--- src/rtl/pingpong_dma_pkg.sv ---
// Shared types and constants for the ping-pong buffer DMA responder.
package pingpong_dma_pkg;

    localparam int BUF_ADDR_W = 9;
    localparam int WORD_BYTES = 4;

    typedef enum logic [2:0] {
        IDLE,
        GRANT,
        FETCH,
        BEAT,
        STORE,
        DONE
    } state_e;

    typedef enum logic {
        OP_WRITE,
        OP_READ
    } op_e;

endpackage

--- src/rtl/pingpong_dma_responder_sync_edge.sv ---
// sync_edge: multi-stage synchronizer for an asynchronous level plus a one-cycle rising-edge pulse.
module sync_edge #(
    parameter int STAGES = 2
) (
    input  logic clock,
    input  logic n_reset,
    input  logic async_i,
    output logic rise_o
);

    logic [STAGES-1:0] sync_q;
    logic              prev_q;

    always_ff @(posedge clock) begin
        if (!n_reset) begin
            sync_q <= '0;
            prev_q <= 1'b0;
        end else begin
            sync_q[0] <= async_i;
            for (int i = 1; i < STAGES; i++) begin
                sync_q[i] <= sync_q[i-1];
            end
            prev_q <= sync_q[STAGES-1];
        end
    end

    assign rise_o = sync_q[STAGES-1] & ~prev_q;

endmodule

--- src/rtl/pingpong_dma_responder.sv ---
// pingpong_dma_responder: moves one ping-pong buffer half to/from system bus memory per JTAG DMA command.
// Bus error abort and the dma_error flag are built only when PINGPONG_DMA_ERROR_EN is defined.
module pingpong_dma_responder
    import pingpong_dma_pkg::*;
#(
    parameter int NB_WORDS    = 512,
    parameter int SYNC_STAGES = 2
) (
    input  logic        clock,
    input  logic        n_reset,
    input  logic [31:0] cmd_address,
    input  logic        cmd_write_req,
    input  logic        cmd_read_req,
    input  logic [3:0]  cmd_byte_enable,
    output logic        switch_ready,
    output logic [8:0]  buf_address,
    output logic        buf_write_enable,
    output logic [31:0] buf_data_out,
    input  logic [31:0] buf_data_in,
    output logic        bus_request,
    input  logic        bus_grant,
    output logic [31:0] bus_address,
    output logic        bus_write,
    output logic [3:0]  bus_byte_enable,
    output logic [31:0] bus_write_data,
    input  logic [31:0] bus_read_data,
    input  logic        bus_ack,
`ifdef PINGPONG_DMA_ERROR_EN
    input  logic        bus_error,
    output logic        dma_error,
`endif
    output logic [2:0]  dbg_state
);

    localparam logic [BUF_ADDR_W-1:0] LAST_IDX = BUF_ADDR_W'(NB_WORDS - 1);

    state_e                  state_q, state_d;
    op_e                     op_q, op_d;
    logic                    pend_wr_q, pend_wr_d, pend_rd_q, pend_rd_d;
    logic                    ready_q, ready_d;
    logic [BUF_ADDR_W-1:0]   idx_q, idx_d;
    logic [31:0]             addr_q, addr_d, rdata_q, rdata_d;
    logic [3:0]              be_q, be_d;
    logic                    rise_wr, rise_rd, clr_wr, clr_rd, advance, beat_err;

    sync_edge #(.STAGES(SYNC_STAGES)) u_sync_wr (
        .clock(clock), .n_reset(n_reset), .async_i(cmd_write_req), .rise_o(rise_wr)
    );
    sync_edge #(.STAGES(SYNC_STAGES)) u_sync_rd (
        .clock(clock), .n_reset(n_reset), .async_i(cmd_read_req), .rise_o(rise_rd)
    );

`ifdef PINGPONG_DMA_ERROR_EN
    logic err_q, err_d;
    assign beat_err  = bus_error;
    assign dma_error = err_q;
`else
    assign beat_err = 1'b0;
`endif

    // Bus handshake: bus_request is held from GRANT until DONE; a beat is open for every
    // cycle spent in BEAT and completes on the clock edge where bus_ack is sampled high.
    always_comb begin
        state_d          = state_q;
        op_d             = op_q;
        idx_d            = idx_q;
        addr_d           = addr_q;
        be_d             = be_q;
        rdata_d          = rdata_q;
`ifdef PINGPONG_DMA_ERROR_EN
        err_d            = err_q;
`endif
        clr_wr           = 1'b0;
        clr_rd           = 1'b0;
        advance          = 1'b0;
        bus_request      = 1'b0;
        bus_address      = '0;
        bus_write        = 1'b0;
        bus_byte_enable  = '0;
        bus_write_data   = '0;
        buf_address      = '0;
        buf_write_enable = 1'b0;
        buf_data_out     = '0;

        case (state_q)
            IDLE: begin
                if (pend_wr_q || pend_rd_q) begin
                    op_d   = pend_wr_q ? OP_WRITE : OP_READ;
                    clr_wr = pend_wr_q;
                    clr_rd = !pend_wr_q;
                    addr_d = cmd_address & ~32'h3;
                    be_d   = cmd_byte_enable;
                    idx_d  = '0;
`ifdef PINGPONG_DMA_ERROR_EN
                    err_d  = 1'b0;
`endif
                    state_d = GRANT;
                end
            end
            GRANT: begin
                bus_request = 1'b1;
                if (bus_grant) state_d = (op_q == OP_WRITE) ? FETCH : BEAT;
            end
            FETCH: begin
                bus_request = 1'b1;
                buf_address = idx_q;
                state_d     = BEAT;
            end
            BEAT: begin
                bus_request     = 1'b1;
                bus_address     = addr_q;
                bus_write       = (op_q == OP_WRITE);
                bus_byte_enable = (op_q == OP_WRITE) ? be_q : 4'hF;
                // Re-reading the same buffer word keeps write data stable until the ack.
                if (op_q == OP_WRITE) begin
                    buf_address    = idx_q;
                    bus_write_data = buf_data_in;
                end
                if (bus_ack) begin
                    if (beat_err) begin
`ifdef PINGPONG_DMA_ERROR_EN
                        err_d = 1'b1;
`endif
                        state_d = DONE;
                    end else if (op_q == OP_WRITE) begin
                        advance = 1'b1;
                    end else begin
                        rdata_d = bus_read_data;
                        state_d = STORE;
                    end
                end
            end
            STORE: begin
                bus_request      = 1'b1;
                buf_address      = idx_q;
                buf_write_enable = 1'b1;
                buf_data_out     = rdata_q;
                advance          = 1'b1;
            end
            DONE:    state_d = IDLE;
            default: state_d = IDLE;
        endcase

        if (advance) begin
            idx_d  = idx_q + 1'b1;
            addr_d = addr_q + 32'(WORD_BYTES);
            if (idx_q == LAST_IDX)      state_d = DONE;
            else if (op_q == OP_WRITE)  state_d = FETCH;
            else                        state_d = BEAT;
        end

        // Repeated edges while a flag is set merge into the one pending command.
        pend_wr_d = (pend_wr_q & ~clr_wr) | rise_wr;
        pend_rd_d = (pend_rd_q & ~clr_rd) | rise_rd;

        ready_d = ready_q;
        if (rise_wr || rise_rd)   ready_d = 1'b0;
        else if (state_q == DONE) ready_d = !(pend_wr_q || pend_rd_q);
    end

    always_ff @(posedge clock) begin
        if (!n_reset) begin
            state_q   <= IDLE;
            op_q      <= OP_WRITE;
            pend_wr_q <= 1'b0;
            pend_rd_q <= 1'b0;
            ready_q   <= 1'b1;
            idx_q     <= '0;
            addr_q    <= '0;
            be_q      <= '0;
            rdata_q   <= '0;
        end else begin
            state_q   <= state_d;
            op_q      <= op_d;
            pend_wr_q <= pend_wr_d;
            pend_rd_q <= pend_rd_d;
            ready_q   <= ready_d;
            idx_q     <= idx_d;
            addr_q    <= addr_d;
            be_q      <= be_d;
            rdata_q   <= rdata_d;
        end
    end

`ifdef PINGPONG_DMA_ERROR_EN
    always_ff @(posedge clock) begin
        if (!n_reset) err_q <= 1'b0;
        else          err_q <= err_d;
    end
`endif

    assign switch_ready = ready_q;
    assign dbg_state    = state_q;

endmodule

--- config.mk ---
export PLATFORM = sky130hd
export DESIGN_NAME = pingpong_dma_responder
export DESIGN_NICKNAME = d
export VERILOG_FILES = /design/src/rtl/pingpong_dma_pkg.sv /design/src/rtl/pingpong_dma_responder_sync_edge.sv /design/src/rtl/pingpong_dma_responder.sv
export SDC_FILE = /design/constraint.sdc
export NUM_CORES = 1
export LEC_CHECK = 0
export ABC_AREA = 1
export BUFFER_PORTS_ARGS = -buffer_cell sky130_fd_sc_hd__buf_2
export CORE_MARGIN = 5
export CORE_UTILIZATION = 48
export CTS_CLUSTER_DIAMETER = 40
export DETAILED_ROUTE_END_ITERATION = 12
export GPL_TIMING_DRIVEN = 1
export PLACE_DENSITY = 0.91
export SKIP_LAST_GASP = 1
export SLEW_MARGIN = 0
export SYNTH_ARGS = -nofsm -noshare
export SYNTH_HDL_FRONTEND = slang
export SYNTH_HIERARCHICAL = 1
export SYNTH_SLANG_ARGS = --single-unit
--- constraint.sdc ---
create_clock -name clock -period 1.95 [get_ports clock]
set_input_delay 0.39 -clock clock [delete_from_list [all_inputs] [get_ports clock]]
set_output_delay 0.39 -clock clock [all_outputs]
set_load 0.02 [all_outputs]
* After elaboration in Yosys (flattened, before gate mapping) *
Index checks and enable logic that the tools add are counted.

cells by class
  add/subtract/negate cells = 2
  equality and inequality tests = 11
  muxes and demuxes = 35
  bitwise logic cells = 11
  reduce and logical (&&, ||, !) cells = 14

operators by type and width
  kind                                                                    number
  32-bit 2-to-1 mux                                                       7
  9-bit 2-to-1 mux                                                        4
  32-bit by 3-bit adder with 32-bit output (second input constant)        1
  3-bit 2-to-1 mux                                                        6
  9-bit one-hot mux with 2 select lines                                   1
  3-bit one-hot mux with 5 select lines                                   1
  1-bit 2-to-1 mux                                                        13
  3-bit inequality test (second input constant)                           4
  9-bit by 1-bit adder with 9-bit output (second input constant)          1
  9-bit equality test (second input constant)                             1
  4-bit 2-to-1 mux                                                        2
  3-bit by 2-bit equality test with 1-bit output (second input constant)  2
  3-bit equality test (second input constant)                             2
  2-bit nonzero test                                                      3
  1-bit inverter                                                          5
  5-bit AND reduction                                                     1
  1-bit bitwise AND                                                       4
  2-bit AND reduction                                                     2
  4-bit OR reduction                                                      1
  3-bit by 1-bit equality test with 1-bit output (second input constant)  1
  3-bit zero test                                                         1
  3-bit AND reduction                                                     1
  1-bit zero test                                                         2
  1-bit logical OR                                                        2
  other kinds (4)                                                         5

word-level totals
  register bits = 90
  input bits = 106
  output and inout port bits = 116

* Depth between registers and ports, before layout *
Gate-level depths: netlist (run 1).

  depth in word-level cells = 6
  gate-level depth with buffers = 12

* Hierarchy *
Netlist (run 1), hierarchy kept.

modules (own cells, without submodules)
  module                  instances  cells an instance  area each (sq um)  sequential area each (sq um)
  pingpong_dma_responder  1          819                4879.7             1641.6
  sync_edge               2          11                 92.6               60.1

* Worst setup path before layout (run 1) *
OpenSTA, ideal clock, no wires.

  kind = register to output
  from = register state_q[2], in the netlist dbg_state[2]
  to = output bus_address[10]
  arrival time = 1464 ps
  setup slack = 96 ps
  cell stages (with the launch flop) = 6
  path buffers = 2
  path through = dfxtp_1 > inv_2 > nand3_2 > clkbuf_1 > buf_1 > nor2_1

on the way
  longest elaborated chain between the ends = 2

ends and longest elaborated chain
  element                                         RTL line                       text
  from (decl)                                     pingpong_dma_responder.sv:37   state_e state_q, state_d;
  from (signal assigned)                          pingpong_dma_responder.sv:173  state_q <= state_d;
  3-bit by 2-bit equality test with 1-bit output  pingpong_dma_responder.sv:85   case (state_q)
  32-bit 2-to-1 mux                               pingpong_dma_responder.sv:85
  to (decl)                                       pingpong_dma_responder.sv:22   output logic [31:0] bus_address,

Every way passes these cells.

* Worst setup path after layout (run 1) *
  from = register state_q[0], in the netlist dbg_state[0]
  to = output buf_address[2]

on the way
  longest elaborated chain between the ends = 3
  elaborated cells between the ends (all ways) = 5
  classes of those cells = 3 x eq/ne; 1 x mux; 1 x reduce/logical

ends and longest elaborated chain
  element                                                                                RTL line                      text
  3-bit equality test or 3-bit by 2-bit equality test with 1-bit output (tied branches)  pingpong_dma_responder.sv:85
  2-bit OR reduction (no line)                                                           n/a
  9-bit one-hot mux with 2 select lines (*)                                              pingpong_dma_responder.sv:85
  to (decl)                                                                              pingpong_dma_responder.sv:16  output logic [8:0] buf_address,

Every way passes the cells marked *; elsewhere a longest branch is shown, timed or not.

==> metrics.txt, run 1 <==
# TYPE chip_impl_metric gauge
chip_impl_metric{name="total_leakage_power",unit="uW"} 0.00314
chip_impl_metric{name="clock_sink_count",unit=""} 88
chip_impl_metric{name="syn2layout_area_growth",unit="%"} 34.9
chip_impl_metric{name="drtAntennaViolNets",unit=""} 0
chip_impl_metric{name="complex_gate_fraction_of_the_synthesized_area",unit="%"} 15.8
chip_impl_metric{name="detail_route.vias_per_cell",unit=""} 4.92
chip_impl_metric{name="post-route-worst-setup-slack",unit="ns"} -0.00520
chip_impl_metric{name="max_slew_headroom",unit="%"} 42.4
chip_impl_metric{name="timing.clock.skew",unit="ns"} 0.0119
chip_impl_metric{name="power",unit="uW"} 4650
chip_impl_metric{name="antenna_violations_before_repair",unit=""} 0
chip_impl_info{name="critical_path_class",value="flop to output port"} 1
chip_impl_metric{name="avgRoutedWirePerCell",unit="um"} 13.5
chip_impl_metric{name="synthesized_flop_and_latch_total",unit=""} 88
chip_impl_metric{name="insertedDiodeCount",unit=""} 0
chip_impl_metric{name="synth.distinct_cells",unit=""} 31
chip_impl_metric{name="post_layout_utilization_of_the_core",unit="%"} 66.2
chip_impl_metric{name="core_region_area",unit="sq um"} 10300
chip_impl_info{name="timing.critical_path.from_type",value="flop"} 1
chip_impl_metric{name="core.rowCount",unit=""} 37
chip_impl_info{name="setup_repair_after_global_routing_missed_its_margin",value="yes"} 1
chip_impl_metric{name="drt_pass1_iterations",unit=""} 5
chip_impl_metric{name="synth_adder_area_share",unit="%"} 0.741
chip_impl_metric{name="layout-drive-gt1-share",unit="%"} 28.6
chip_impl_metric{name="worst_ir_drop_vdd",unit="mV"} 0.663
chip_impl_metric{name="hold_violations",unit=""} 0
chip_impl_metric{name="cts-root-to-sink-buffers",unit=""} 2
chip_impl_metric{name="worst-slew-pin-transition",unit="ns"} 0.863
chip_impl_metric{name="width_of_the_chip",unit="um"} 113
chip_impl_metric{name="floorplan.die.height",unit="um"} 113
chip_impl_metric{name="detailedRoute.firstIterationViolations",unit=""} 370
chip_impl_metric{name="first_global_vias",unit=""} 5459
chip_impl_info{name="synth_top_family_by_area",value="simple AND/OR/NAND/NOR gates"} 1
chip_impl_metric{name="grt_first_pass_wirelength",unit="um"} 25100
chip_impl_metric{name="setup_viol",unit=""} 3
chip_impl_metric{name="num_io_pins",unit=""} 222
chip_impl_metric{name="wirelength",unit="um"} 16100
chip_impl_metric{name="achievable-frequency",unit="GHz"} 0.511
chip_impl_metric{name="synth_sequential_area_ratio",unit="%"} 34.8
chip_impl_metric{name="clk-insertion-delay-late",unit="ns"} 0.36
chip_impl_metric{name="grt_max_degree",unit=""} 53
chip_impl_info{name="status",value="complete, but fails checks"} 1
chip_impl_metric{name="cts_max_level",unit=""} 3
chip_impl_metric{name="dr_total_vias",unit=""} 5879
chip_impl_metric{name="synth.avg_cell_area",unit="sq um"} 6.02
chip_impl_metric{name="yosys_warnings",unit=""} 6
chip_impl_metric{name="timing.critical_path.arrival",unit="ns"} 1.57
chip_impl_metric{name="cell_area_synth",unit="sq um"} 5060
chip_impl_metric{name="clkTransAtPathRegs",unit="ns"} 0.10
chip_impl_metric{name="power.share.sequential",unit="%"} 44.2
chip_impl_info{name="setup.worst_path.end_class",value="output port"} 1
chip_impl_metric{name="powerDensity",unit="nW/um^2"} 681
chip_impl_info{name="cts.root.buffer_cell",value="clkbuf_8"} 1
chip_impl_info{name="failed_checks",value="setup timing"} 1
chip_impl_metric{name="drt_drc_violations_left",unit=""} 0
chip_impl_metric{name="power.share.switching",unit="%"} 37.3
chip_impl_metric{name="path_max_fanout",unit=""} 4
chip_impl_metric{name="post_synth_and_or_nand_nor_area_fraction",unit="%"} 35.0
chip_impl_metric{name="worstRegToRegCells",unit=""} 8
chip_impl_info{name="layout_common_cells",value="204 x nand2_1, 175 x buf_2, 144 x nor2_1, 109 x inv_1, 82 x dfxtp_1"} 1
chip_impl_metric{name="worst_hold_path.num_cells",unit=""} 3
chip_impl_metric{name="globalRoute.totalOverflow",unit=""} 0
chip_impl_metric{name="maximum_capacitance_violations",unit=""} 0
chip_impl_metric{name="post_synth_xor_area_fraction",unit="%"} 0.692
chip_impl_info{name="hold_path.class",value="input pin to flop"} 1
chip_impl_metric{name="post-route-period-util",unit="%"} 100
chip_impl_metric{name="fraction_of_synthesized_area_in_multiplexers",unit="%"} 0
chip_impl_metric{name="clockPowerShare",unit="%"} 25.6
chip_impl_metric{name="cts_hold_buf",unit=""} 0
chip_impl_metric{name="cts_inserted_buffers",unit=""} 9
chip_impl_metric{name="global_route.usage.total",unit="%"} 23.6
chip_impl_metric{name="gp_congestion",unit=""} 0.939
chip_impl_metric{name="internal_power",unit="uW"} 2920
chip_impl_metric{name="final-max-slew-violation-count",unit=""} 0
chip_impl_metric{name="worst_ep_required_time",unit="ns"} 1.56
chip_impl_metric{name="place.port_buffers",unit=""} 217
chip_impl_metric{name="power.share.combinational",unit="%"} 30.2
chip_impl_metric{name="die_area",unit="sq um"} 12700
chip_impl_metric{name="finalWorstPathRequiredPeriod",unit="ns"} 1.96
chip_impl_metric{name="design.final.nets",unit=""} 1164
chip_impl_metric{name="synth_cells",unit=""} 841
chip_impl_info{name="layout.cells.most_common",value="nand2_1"} 1
chip_impl_metric{name="floorplan.initialDensity",unit="%"} 49.1
chip_impl_metric{name="p_sw",unit="uW"} 1730
chip_impl_info{name="cts_tree",value="done"} 1
chip_impl_metric{name="hpwlAfterDp",unit="um"} 11500
## power by group through the flow
stage	Sequential, uW	Combinational [uW]	Clock, uW
after floorplan	2070	826	0
after global placement	2070	1190	0
after detailed placement	2080	1210	0
after CTS	2050	1270	1210
after global routing	2070	1540	1300
final	2060	1400	1190
## cell usage after synthesis, drive strengths merged
cell    number  area share, %
a21oi       72            7.1
dfxtp       88             35
buf         21            2.7
a21boi      11            1.6
nor2       169             14
clkinv       1          0.074
or2          1           0.12
clkbuf      20            1.5
nand2      206             15
inv        117            8.7
xor2         4           0.69
conb         1          0.074
a31oi       10            1.2
o21ai       56            5.5
ha           3           0.74
o21a         2           0.30
nor4         1           0.12
nand4        2           0.25
nor3         6           0.59
nand3       50            5.0
## registers in the layout, summed over array words and instances (netlist names), 2 cells and up
name	count
dbg_state	3
be_q	4
u_sync_rd/sync_q	2
idx_q	9
rdata_q	32
u_sync_wr/sync_q	2
addr_q	30
## metal layers
layer / global-route usage [%] / part of all wire (%) / vias up
met5: 0 / 0 / -
met4: 6.41 / 1.5 / 0
met3: 7.49 / 9.0 / 20
met2: 41.0 / 49 / 225
met1: 28.1 / 40 / 2604
li1: - / - / 3030
## critical path, stage by stage, from the launching register on
cell and delay (ns):
dfxtp_4 0.40, nor2_2 0.05, inv_2 0.07, nor2_4 0.05
inv_2 0.09, nand2_2 0.09, nor2_2 0.23, nor2_1 0.06
buf_4 0.16
## kinds of logic (layout without fill, tap and decap cells)
group,count (synthesis),in the layout
AO/OA/AOI/OAI,151,151
XOR/XNOR,4,4
adder cells (fa/ha/maj),3,3
buffers and inverters,159,374
flip-flops,88,88
other,1,2
AND/OR/NAND/NOR,435,437
## per-stage QoR
step,worst slack [ns],cell area (sq um),cells,TNS [ns],hold WS [ns]
after CTS,-0.0264,6540,1186,-0.0264,0.188
after floorplan,0.0964,5070,842,0,0.386
after detailed placement,0.0180,6250,1169,0,0.412
after global routing,-0.0998,6830,1195,-4.69,0.185
final,-0.00520,6830,1195,-0.0111,0.206
after global placement,0.0838,6250,1169,0,0.389
## repair_timing
action,4_1_cts,5_1_grt
gates resized for setup,31,60
setup buffers,3,4
endpoints found under the setup margin,96,98
pin swaps,2,5
gates cloned,0,5
## cell type report
| type | count | area, sq um |
|---|---|---|
| fill | 914 | 3490 |
| multi-input combinational | 597 | 2730 |
| sequential | 88 | 1770 |
| timing repair buffer | 241 | 1530 |
| inverter | 118 | 448 |
| tap | 136 | 170 |
| clock buffer | 9 | 124 |
| clock inverter | 6 | 51.3 |
## final timing paths
| kind | start | to | slack [ns] |
|---|---|---|---|
| setup / recovery | dbg_state[0] | buf_address[2] | -0.005 |
| hold / removal | cmd_read_req | u_sync_rd/sync_q[0] | 0.21 |
| hold reg to reg | u_sync_wr/sync_q[0] | u_sync_wr/sync_q[1] | 0.43 |
| setup reg to reg | dbg_state[2] | addr_q[19] | 0.01 |
(Power assumes the default switching activity.)
==> run 2: changes to the inputs <==
- GPL_TIMING_DRIVEN: 1 -> 0
==> run 2 against run 1 <==
Compared with the run above: the flow still finishes with violations (setup timing); worst setup slack got worse by 0.054 ns; flip-flop and latch count did not move; sequential power barely moved; non-clock buffer count rose by 26; sequential share of layout area fell by 1.3 points; hold slack improved by 0.0072 ns; total power rose by 7.2%; first-iteration DRC count rose by 18%; clock skew rose by 0.0085 ns; critical path type unchanged.
==> metrics.txt, run 2 (synthesized netlist as in run 1, its figures left out) <==
# TYPE chip_impl_metric gauge
chip_impl_info{name="top_register",value="rdata_q"} 1
chip_impl_metric{name="detailedRoute.firstIterationViolations",unit=""} 435
chip_impl_metric{name="width_of_the_chip",unit="um"} 113
chip_impl_metric{name="post-route-period-util",unit="%"} 103
chip_impl_metric{name="power.share.switching",unit="%"} 35.8
chip_impl_metric{name="insertedDiodeCount",unit=""} 0
chip_impl_metric{name="globalRoute.totalOverflow",unit=""} 0
chip_impl_metric{name="post-route-worst-setup-slack",unit="ns"} -0.0588
chip_impl_metric{name="fillers",unit=""} 879
chip_impl_metric{name="powerDensity",unit="nW/um^2"} 690
chip_impl_metric{name="detail_route.vias_per_cell",unit=""} 5.10
chip_impl_metric{name="num_io_pins",unit=""} 222
chip_impl_info{name="status",value="complete, but fails checks"} 1
chip_impl_metric{name="cts-root-to-sink-buffers",unit=""} 2
chip_impl_metric{name="place.port_buffers",unit=""} 217
chip_impl_info{name="failed_checks",value="setup timing"} 1
chip_impl_metric{name="drt_pass1_iterations",unit=""} 5
chip_impl_metric{name="achievable-frequency",unit="GHz"} 0.498
chip_impl_metric{name="first_global_vias",unit=""} 5905
chip_impl_metric{name="die_area",unit="sq um"} 12700
chip_impl_metric{name="worstRegToRegCells",unit=""} 9
chip_impl_metric{name="drtAntennaViolNets",unit=""} 0
chip_impl_info{name="setup.worst_path.end_class",value="output port"} 1
chip_impl_metric{name="largest_register_ff_count",unit=""} 32
chip_impl_metric{name="clock_sink_count",unit=""} 88
chip_impl_metric{name="grt_max_degree",unit=""} 16
chip_impl_metric{name="timing.clock.skew",unit="ns"} 0.0204
chip_impl_metric{name="power.share.sequential",unit="%"} 41.2
chip_impl_metric{name="finalWorstPathRequiredPeriod",unit="ns"} 2.01
chip_impl_metric{name="hold_violations",unit=""} 0
chip_impl_metric{name="path_max_fanout",unit=""} 10
chip_impl_metric{name="gp_congestion",unit=""} 0.974
chip_impl_metric{name="layout-drive-gt1-share",unit="%"} 31.3
chip_impl_metric{name="clkTransAtPathRegs",unit="ns"} 0.09
chip_impl_metric{name="setup_viol",unit=""} 16
chip_impl_metric{name="wirelength",unit="um"} 18300
chip_impl_info{name="layout.cells.most_common",value="nand2_1"} 1
chip_impl_metric{name="p_sw",unit="uW"} 1790
chip_impl_info{name="cts.root.buffer_cell",value="clkbuf_8"} 1
chip_impl_info{name="regToRegEndpoint",value="rdata_q[16]"} 1
chip_impl_metric{name="clockPowerShare",unit="%"} 28.8
chip_impl_info{name="critical_path_class",value="flop to output port"} 1
chip_impl_info{name="timing.critical_path.from_type",value="flop"} 1
chip_impl_metric{name="total_leakage_power",unit="uW"} 0.00320
chip_impl_metric{name="core_region_area",unit="sq um"} 10300
chip_impl_info{name="cts_tree",value="done"} 1
chip_impl_metric{name="clk-insertion-delay-late",unit="ns"} 0.37
chip_impl_metric{name="worst_ir_drop_vdd",unit="mV"} 0.492
chip_impl_info{name="hold_path.class",value="input pin to flop"} 1
chip_impl_metric{name="antenna_violations_before_repair",unit=""} 0
chip_impl_metric{name="hpwlAfterDp",unit="um"} 13100
chip_impl_info{name="startpoint",value="dbg_state[2]"} 1
chip_impl_metric{name="power.share.combinational",unit="%"} 30.0
chip_impl_metric{name="grt_first_pass_wirelength",unit="um"} 28100
chip_impl_info{name="hold_start",value="cmd_read_req"} 1
chip_impl_metric{name="final-max-slew-violation-count",unit=""} 0
chip_impl_metric{name="worst_ep_required_time",unit="ns"} 1.56
chip_impl_info{name="top_regs",value="rdata_q (32), addr_q (30), idx_q (9)"} 1
chip_impl_metric{name="maximum_capacitance_violations",unit=""} 0
chip_impl_metric{name="worst-slew-pin-transition",unit="ns"} 0.580
chip_impl_metric{name="max_slew_headroom",unit="%"} 61.3
chip_impl_metric{name="syn2layout_area_growth",unit="%"} 42.6
chip_impl_metric{name="core.rowCount",unit=""} 37
chip_impl_info{name="worst_r2r_startpoint",value="dbg_state[2]"} 1
chip_impl_metric{name="floorplan.initialDensity",unit="%"} 49.1
chip_impl_metric{name="fin_hold_ws",unit="ns"} 0.213
chip_impl_metric{name="cts_max_level",unit=""} 3
chip_impl_info{name="layout_common_cells",value="204 x nand2_1, 139 x buf_2, 117 x nor2_1, 109 x inv_1, 83 x buf_4"} 1
chip_impl_metric{name="cts_hold_buf",unit=""} 0
chip_impl_metric{name="timing.critical_path.arrival",unit="ns"} 1.62
chip_impl_metric{name="power",unit="uW"} 4990
chip_impl_metric{name="floorplan.die.height",unit="um"} 113
chip_impl_info{name="holdPathEnd",value="u_sync_rd/sync_q[0]"} 1
chip_impl_metric{name="design.final.nets",unit=""} 1189
chip_impl_metric{name="cts_inserted_buffers",unit=""} 9
chip_impl_metric{name="reg2reg_setup_slack",unit="ns"} 0.10
chip_impl_metric{name="internal_power",unit="uW"} 3200
chip_impl_metric{name="place_ws",unit="ns"} -0.334
chip_impl_metric{name="dr_total_vias",unit=""} 6225
chip_impl_metric{name="global_route.usage.total",unit="%"} 26.7
chip_impl_info{name="setup_repair_after_global_routing_missed_its_margin",value="yes"} 1
chip_impl_metric{name="drt_drc_violations_left",unit=""} 0
chip_impl_metric{name="worst_hold_path.num_cells",unit=""} 3
chip_impl_metric{name="avgRoutedWirePerCell",unit="um"} 15.0
run 2: what timing repair did:
| action | 4_1_cts | 5_1_grt |
|---|---|---|
| gates resized for setup | 115 | 94 |
| gates cloned | 2 | 0 |
| pin swaps | 2 | 1 |
| endpoints found under the setup margin | 105 | 110 |
| buffers inserted | 7 | 1 |
run 2: worst max-delay path, stage by stage, from the launching register on:
cell	delay, ns
dfxtp_4	0.37
inv_4	0.05
buf_4	0.13
nor2_4	0.15
inv_6	0.08
clkbuf_16	0.18
nor2_1	0.12
buf_4	0.16
run 2: per-stage QoR:
| step | setup TNS (ns) | utilization, % | cell area (sq um) | cells |
|---|---|---|---|---|
| after CTS | -0.112 | 67.3 | 6950 | 1219 |
| after floorplan | 0 | - | 5070 | 842 |
| after global placement | -8.70 | 61.3 | 6320 | 1195 |
| after detailed placement | -10.12 | 61.3 | 6320 | 1195 |
| after global routing | -3.03 | 70.0 | 7220 | 1220 |
| final | -0.274 | 70.0 | 7220 | 1220 |
run 2: final cells by class:
cell class / count / area (sq um) / area share [%]
Clock inverter: 6 / 93.8 / 1.30
Multi-Input combinational cell: 596 / 2830 / 39.2
Clock buffer: 9 / 124 / 1.71
Tap cell: 136 / 170 / 2.36
Inverter: 118 / 453 / 6.27
Sequential cell: 88 / 1780 / 24.6
Buffer: 41 / 332 / 4.59
Timing Repair Buffer: 226 / 1440 / 19.9
run 2: how the worst max path moves through the flow:
stage	to	slack, ns	cells past startpoint
floorplan	bus_address[10]	0.1	5
global placement	bus_address[26]	-0.28	6
detailed placement	bus_address[26]	-0.33	6
CTS	bus_address[26]	-0.02	6
global route	buf_data_out[30]	-0.13	7
finish	buf_data_out[30]	-0.06	7
run 2: metal layers:
layer / wire length [um] / track usage (%)
met1: 7010 / 31.0
met2: 9110 / 47.9
met3: 1730 / 7.38
met4: 419 / 7.45
met5: 0 / 0
run 2: power groups by stage:
stage          registers (uW)  clock network (uW)  logic (uW)
2_1_floorplan            2070                   0         826
3_3_place_gp             2070                   0        1230
3_5_place_dp             2070                   0        1260
4_1_cts                  2050                1450        1380
5_1_grt                  2070                1510        1640
6_report                 2060                1440        1490
==> run 3: changes to the inputs <==
==> constraint.sdc (replaced) <==
create_clock -name clock -period 1.95 [get_ports clock]
set_input_delay 0.195 -clock clock [delete_from_list [all_inputs] [get_ports clock]]
set_output_delay 0.195 -clock clock [all_outputs]
set_load 0.02 [all_outputs]
==> run 3 against run 2 <==
Compared with the run above: the run now ends clean; non-clock buffer count fell by 7; first-iteration DRC count decreased by 8.0%; sequential share of layout area increased by 1.8 points; via count shrank 2.8%; core utilization is 5.1 points lower; final cell count down 0.57%; die area stayed put; cell area fell by 7.3%; largest cell class unchanged; largest power group unchanged.
==> metrics.txt, run 3 (synthesized netlist as in run 1, its figures left out) <==
# TYPE chip_impl_metric gauge
chip_impl_metric{name="floorplan.die.height",unit="um"} 113
chip_impl_info{name="timing.critical_path.from_type",value="flop"} 1
chip_impl_info{name="regToRegEndpoint",value="dbg_state[1]"} 1
chip_impl_metric{name="finalWorstPathRequiredPeriod",unit="ns"} 1.89
chip_impl_metric{name="clkTransAtPathRegs",unit="ns"} 0.09
chip_impl_info{name="startpoint",value="dbg_state[1]"} 1
chip_impl_metric{name="insertedDiodeCount",unit=""} 0
chip_impl_metric{name="power.share.sequential",unit="%"} 42.8
chip_impl_metric{name="powerDensity",unit="nW/um^2"} 716
chip_impl_metric{name="drt_pass1_iterations",unit=""} 5
chip_impl_metric{name="detailedRoute.firstIterationViolations",unit=""} 400
chip_impl_metric{name="power.share.combinational",unit="%"} 27.4
chip_impl_metric{name="max_slew_headroom",unit="%"} 60.9
chip_impl_metric{name="first_global_vias",unit=""} 5688
chip_impl_metric{name="clock_sink_count",unit=""} 88
chip_impl_metric{name="die_area",unit="sq um"} 12700
chip_impl_metric{name="cts_inserted_buffers",unit=""} 9
chip_impl_metric{name="power.share.switching",unit="%"} 35.4
chip_impl_metric{name="final-max-slew-violation-count",unit=""} 0
chip_impl_info{name="hold_path.class",value="input pin to flop"} 1
chip_impl_metric{name="maximum_capacitance_violations",unit=""} 0
chip_impl_metric{name="cts-root-to-sink-buffers",unit=""} 2
chip_impl_info{name="status",value="finished clean"} 1
chip_impl_metric{name="worst-slew-pin-transition",unit="ns"} 0.586
chip_impl_metric{name="post-route-period-util",unit="%"} 96.8
chip_impl_metric{name="drtAntennaViolNets",unit=""} 0
chip_impl_metric{name="post-route-worst-setup-slack",unit="ns"} 0.0618
chip_impl_metric{name="grtUsageMet1",unit="%"} 30.3
chip_impl_info{name="globalRoute.busiestLayer",value="met2"} 1
chip_impl_metric{name="dr_total_vias",unit=""} 6052
chip_impl_metric{name="crit_path_max_incr_delay",unit="ns"} 0.38
chip_impl_metric{name="achievable-frequency",unit="GHz"} 0.530
chip_impl_info{name="critPathTopFamily",value="buffers and inverters"} 1
chip_impl_info{name="critical_path.cell_chain",value="nor2_2 -> inv_2 -> nor2_4 -> inv_2 -> clkbuf_4 -> nor2_1 -> buf_4"} 1
chip_impl_metric{name="core.rowCount",unit=""} 37
chip_impl_info{name="cts_tree",value="done"} 1
chip_impl_metric{name="antenna_violations_before_repair",unit=""} 0
chip_impl_info{name="critical_path_class",value="flop to output port"} 1
chip_impl_metric{name="grt_first_pass_wirelength",unit="um"} 26800
chip_impl_metric{name="width_of_the_chip",unit="um"} 113
chip_impl_metric{name="place.port_buffers",unit=""} 217
chip_impl_info{name="worst_r2r_startpoint",value="idx_q[0]"} 1
chip_impl_metric{name="p_sw",unit="uW"} 1700
chip_impl_info{name="layout_common_cells",value="206 x buf_2, 204 x nand2_1, 153 x nor2_1, 109 x inv_1, 83 x dfxtp_1"} 1
chip_impl_metric{name="place_ws",unit="ns"} -0.139
chip_impl_metric{name="clockPowerShare",unit="%"} 29.8
chip_impl_metric{name="power",unit="uW"} 4790
chip_impl_metric{name="grt_max_degree",unit=""} 16
chip_impl_metric{name="setup_viol",unit=""} 0
chip_impl_info{name="top_regs",value="rdata_q (32), addr_q (30), idx_q (9)"} 1
chip_impl_info{name="timing.critical_path.mode_cell",value="inv_2"} 1
chip_impl_metric{name="worst_ep_required_time",unit="ns"} 1.75
chip_impl_metric{name="avgRoutedWirePerCell",unit="um"} 13.8
chip_impl_metric{name="cts_max_level",unit=""} 3
chip_impl_info{name="cts.root.buffer_cell",value="clkbuf_8"} 1
chip_impl_metric{name="globalRouteMet2Util",unit="%"} 45.1
chip_impl_info{name="setup_repair_after_global_routing_missed_its_margin",value="yes"} 1
chip_impl_metric{name="internal_power",unit="uW"} 3100
chip_impl_metric{name="reg2reg_setup_slack",unit="ns"} 0.16
chip_impl_metric{name="num_io_pins",unit=""} 222
chip_impl_metric{name="drt_drc_violations_left",unit=""} 0
chip_impl_metric{name="worst_ir_drop_vdd",unit="mV"} 0.466
chip_impl_metric{name="critical_path_buf_inv_count",unit=""} 4
chip_impl_metric{name="globalRoute.totalOverflow",unit=""} 0
chip_impl_metric{name="layout-drive-gt1-share",unit="%"} 27.0
chip_impl_metric{name="global_route.usage.total",unit="%"} 25.4
chip_impl_metric{name="core_region_area",unit="sq um"} 10300
chip_impl_metric{name="largest_register_ff_count",unit=""} 32
chip_impl_info{name="setup.worst_path.end_class",value="output port"} 1
chip_impl_metric{name="timing.critical_path.arrival",unit="ns"} 1.69
chip_impl_metric{name="timing.critical_path.depth",unit=""} 7
chip_impl_metric{name="clk-insertion-delay-late",unit="ns"} 0.37
chip_impl_info{name="top_register",value="rdata_q"} 1
chip_impl_info{name="crit_path_end",value="buf_data_out[16]"} 1
chip_impl_metric{name="hpwlAfterDp",unit="um"} 13100
chip_impl_metric{name="path_max_fanout",unit=""} 10
chip_impl_metric{name="gp_congestion",unit=""} 0.974
chip_impl_metric{name="wirelength",unit="um"} 16700
chip_impl_metric{name="worstRegToRegCells",unit=""} 12
chip_impl_metric{name="design.final.nets",unit=""} 1182
chip_impl_info{name="critical-path-slowest-cell",value="dfxtp_2"} 1
chip_impl_metric{name="hold_violations",unit=""} 0
chip_impl_metric{name="detail_route.vias_per_cell",unit=""} 4.99
chip_impl_metric{name="floorplan.initialDensity",unit="%"} 49.1
chip_impl_metric{name="syn2layout_area_growth",unit="%"} 32.2
chip_impl_info{name="layout.cells.most_common",value="buf_2"} 1
chip_impl_metric{name="total_leakage_power",unit="uW"} 0.00310
chip_impl_metric{name="timing.clock.skew",unit="ns"} 0.0173
chip_impl_metric{name="groute.layer.met3.usage",unit="%"} 6.84
run 3: what timing repair did:
item | CTS | global route
hold buffers | 1 | 0
endpoints found under the setup margin | 87 | 105
gates resized for setup | 16 | 41
buffers inserted | 0 | 1
cloned | 0 | 1
endpoints found under the hold margin | 1 | 0
run 3: layout make-up:
type                    count  area, sq um
plain buffers              41          244
clock buffers               9          124
clock inverters             6         93.8
fillers                   964         3630
inverters                 118          445
multi-input cells         596         2690
flip-flops and latches     88         1770
well taps                 136          170
repair buffers            219         1150
run 3: worst register-to-register path: stages, from the launching register on:
cell	delay [ns]
dfxtp_4	0.38
ha_1	0.19
nand2_1	0.07
nor2_1	0.11
inv_1	0.05
nor2_1	0.12
nand3_1	0.11
nor2_1	0.10
ha_1	0.15
inv_1	0.04
nand2_1	0.10
nand2_1	0.08
o21a_1	0.18
run 3: power by group through the flow:
stage / registers (uW) / logic [uW] / clock network (uW)
CTS: 2030 / 1290 / 1450
detailed placement: 2070 / 1260 / 0
floorplan: 2070 / 826 / 0
global placement: 2070 / 1230 / 0
finish: 2050 / 1310 / 1430
global route: 2070 / 1460 / 1520
run 3: how the worst min path moves through the flow:
stage	cells after the start	from	to	slack, ns
CTS	3	cmd_write_req	u_sync_wr/sync_q[0]	0.005
detailed placement	3	cmd_read_req	u_sync_rd/sync_q[0]	0.39
global placement	2	u_sync_wr/sync_q[0]	u_sync_wr/sync_q[1]	0.39
finish	3	cmd_write_req	u_sync_wr/sync_q[0]	0.01
global route	3	cmd_write_req	u_sync_wr/sync_q[0]	0.03
floorplan	2	n_reset	u_sync_rd/sync_q[0]	0.29
run 3: layer usage:
layer,vias to the layer above,wire (um)
met5,-,0
met4,0,325
met3,26,1580
met2,239,8140
met1,2703,6690
li1,3084,-
run 3: stage by stage:
step                      cells  utilization (%)  instance area (sq um)  hold WS (ns)  TNS (ns)
after floorplan             842                -                   5070         0.288         0
after global placement     1195             61.3                   6320         0.389     -1.09
after detailed placement   1195             61.3                   6320         0.386     -2.32
after CTS                  1211             63.8                   6590       0.00525    -0.233
after global routing       1213             64.8                   6690        0.0253    -0.220
final                      1213             64.8                   6690        0.0129         0
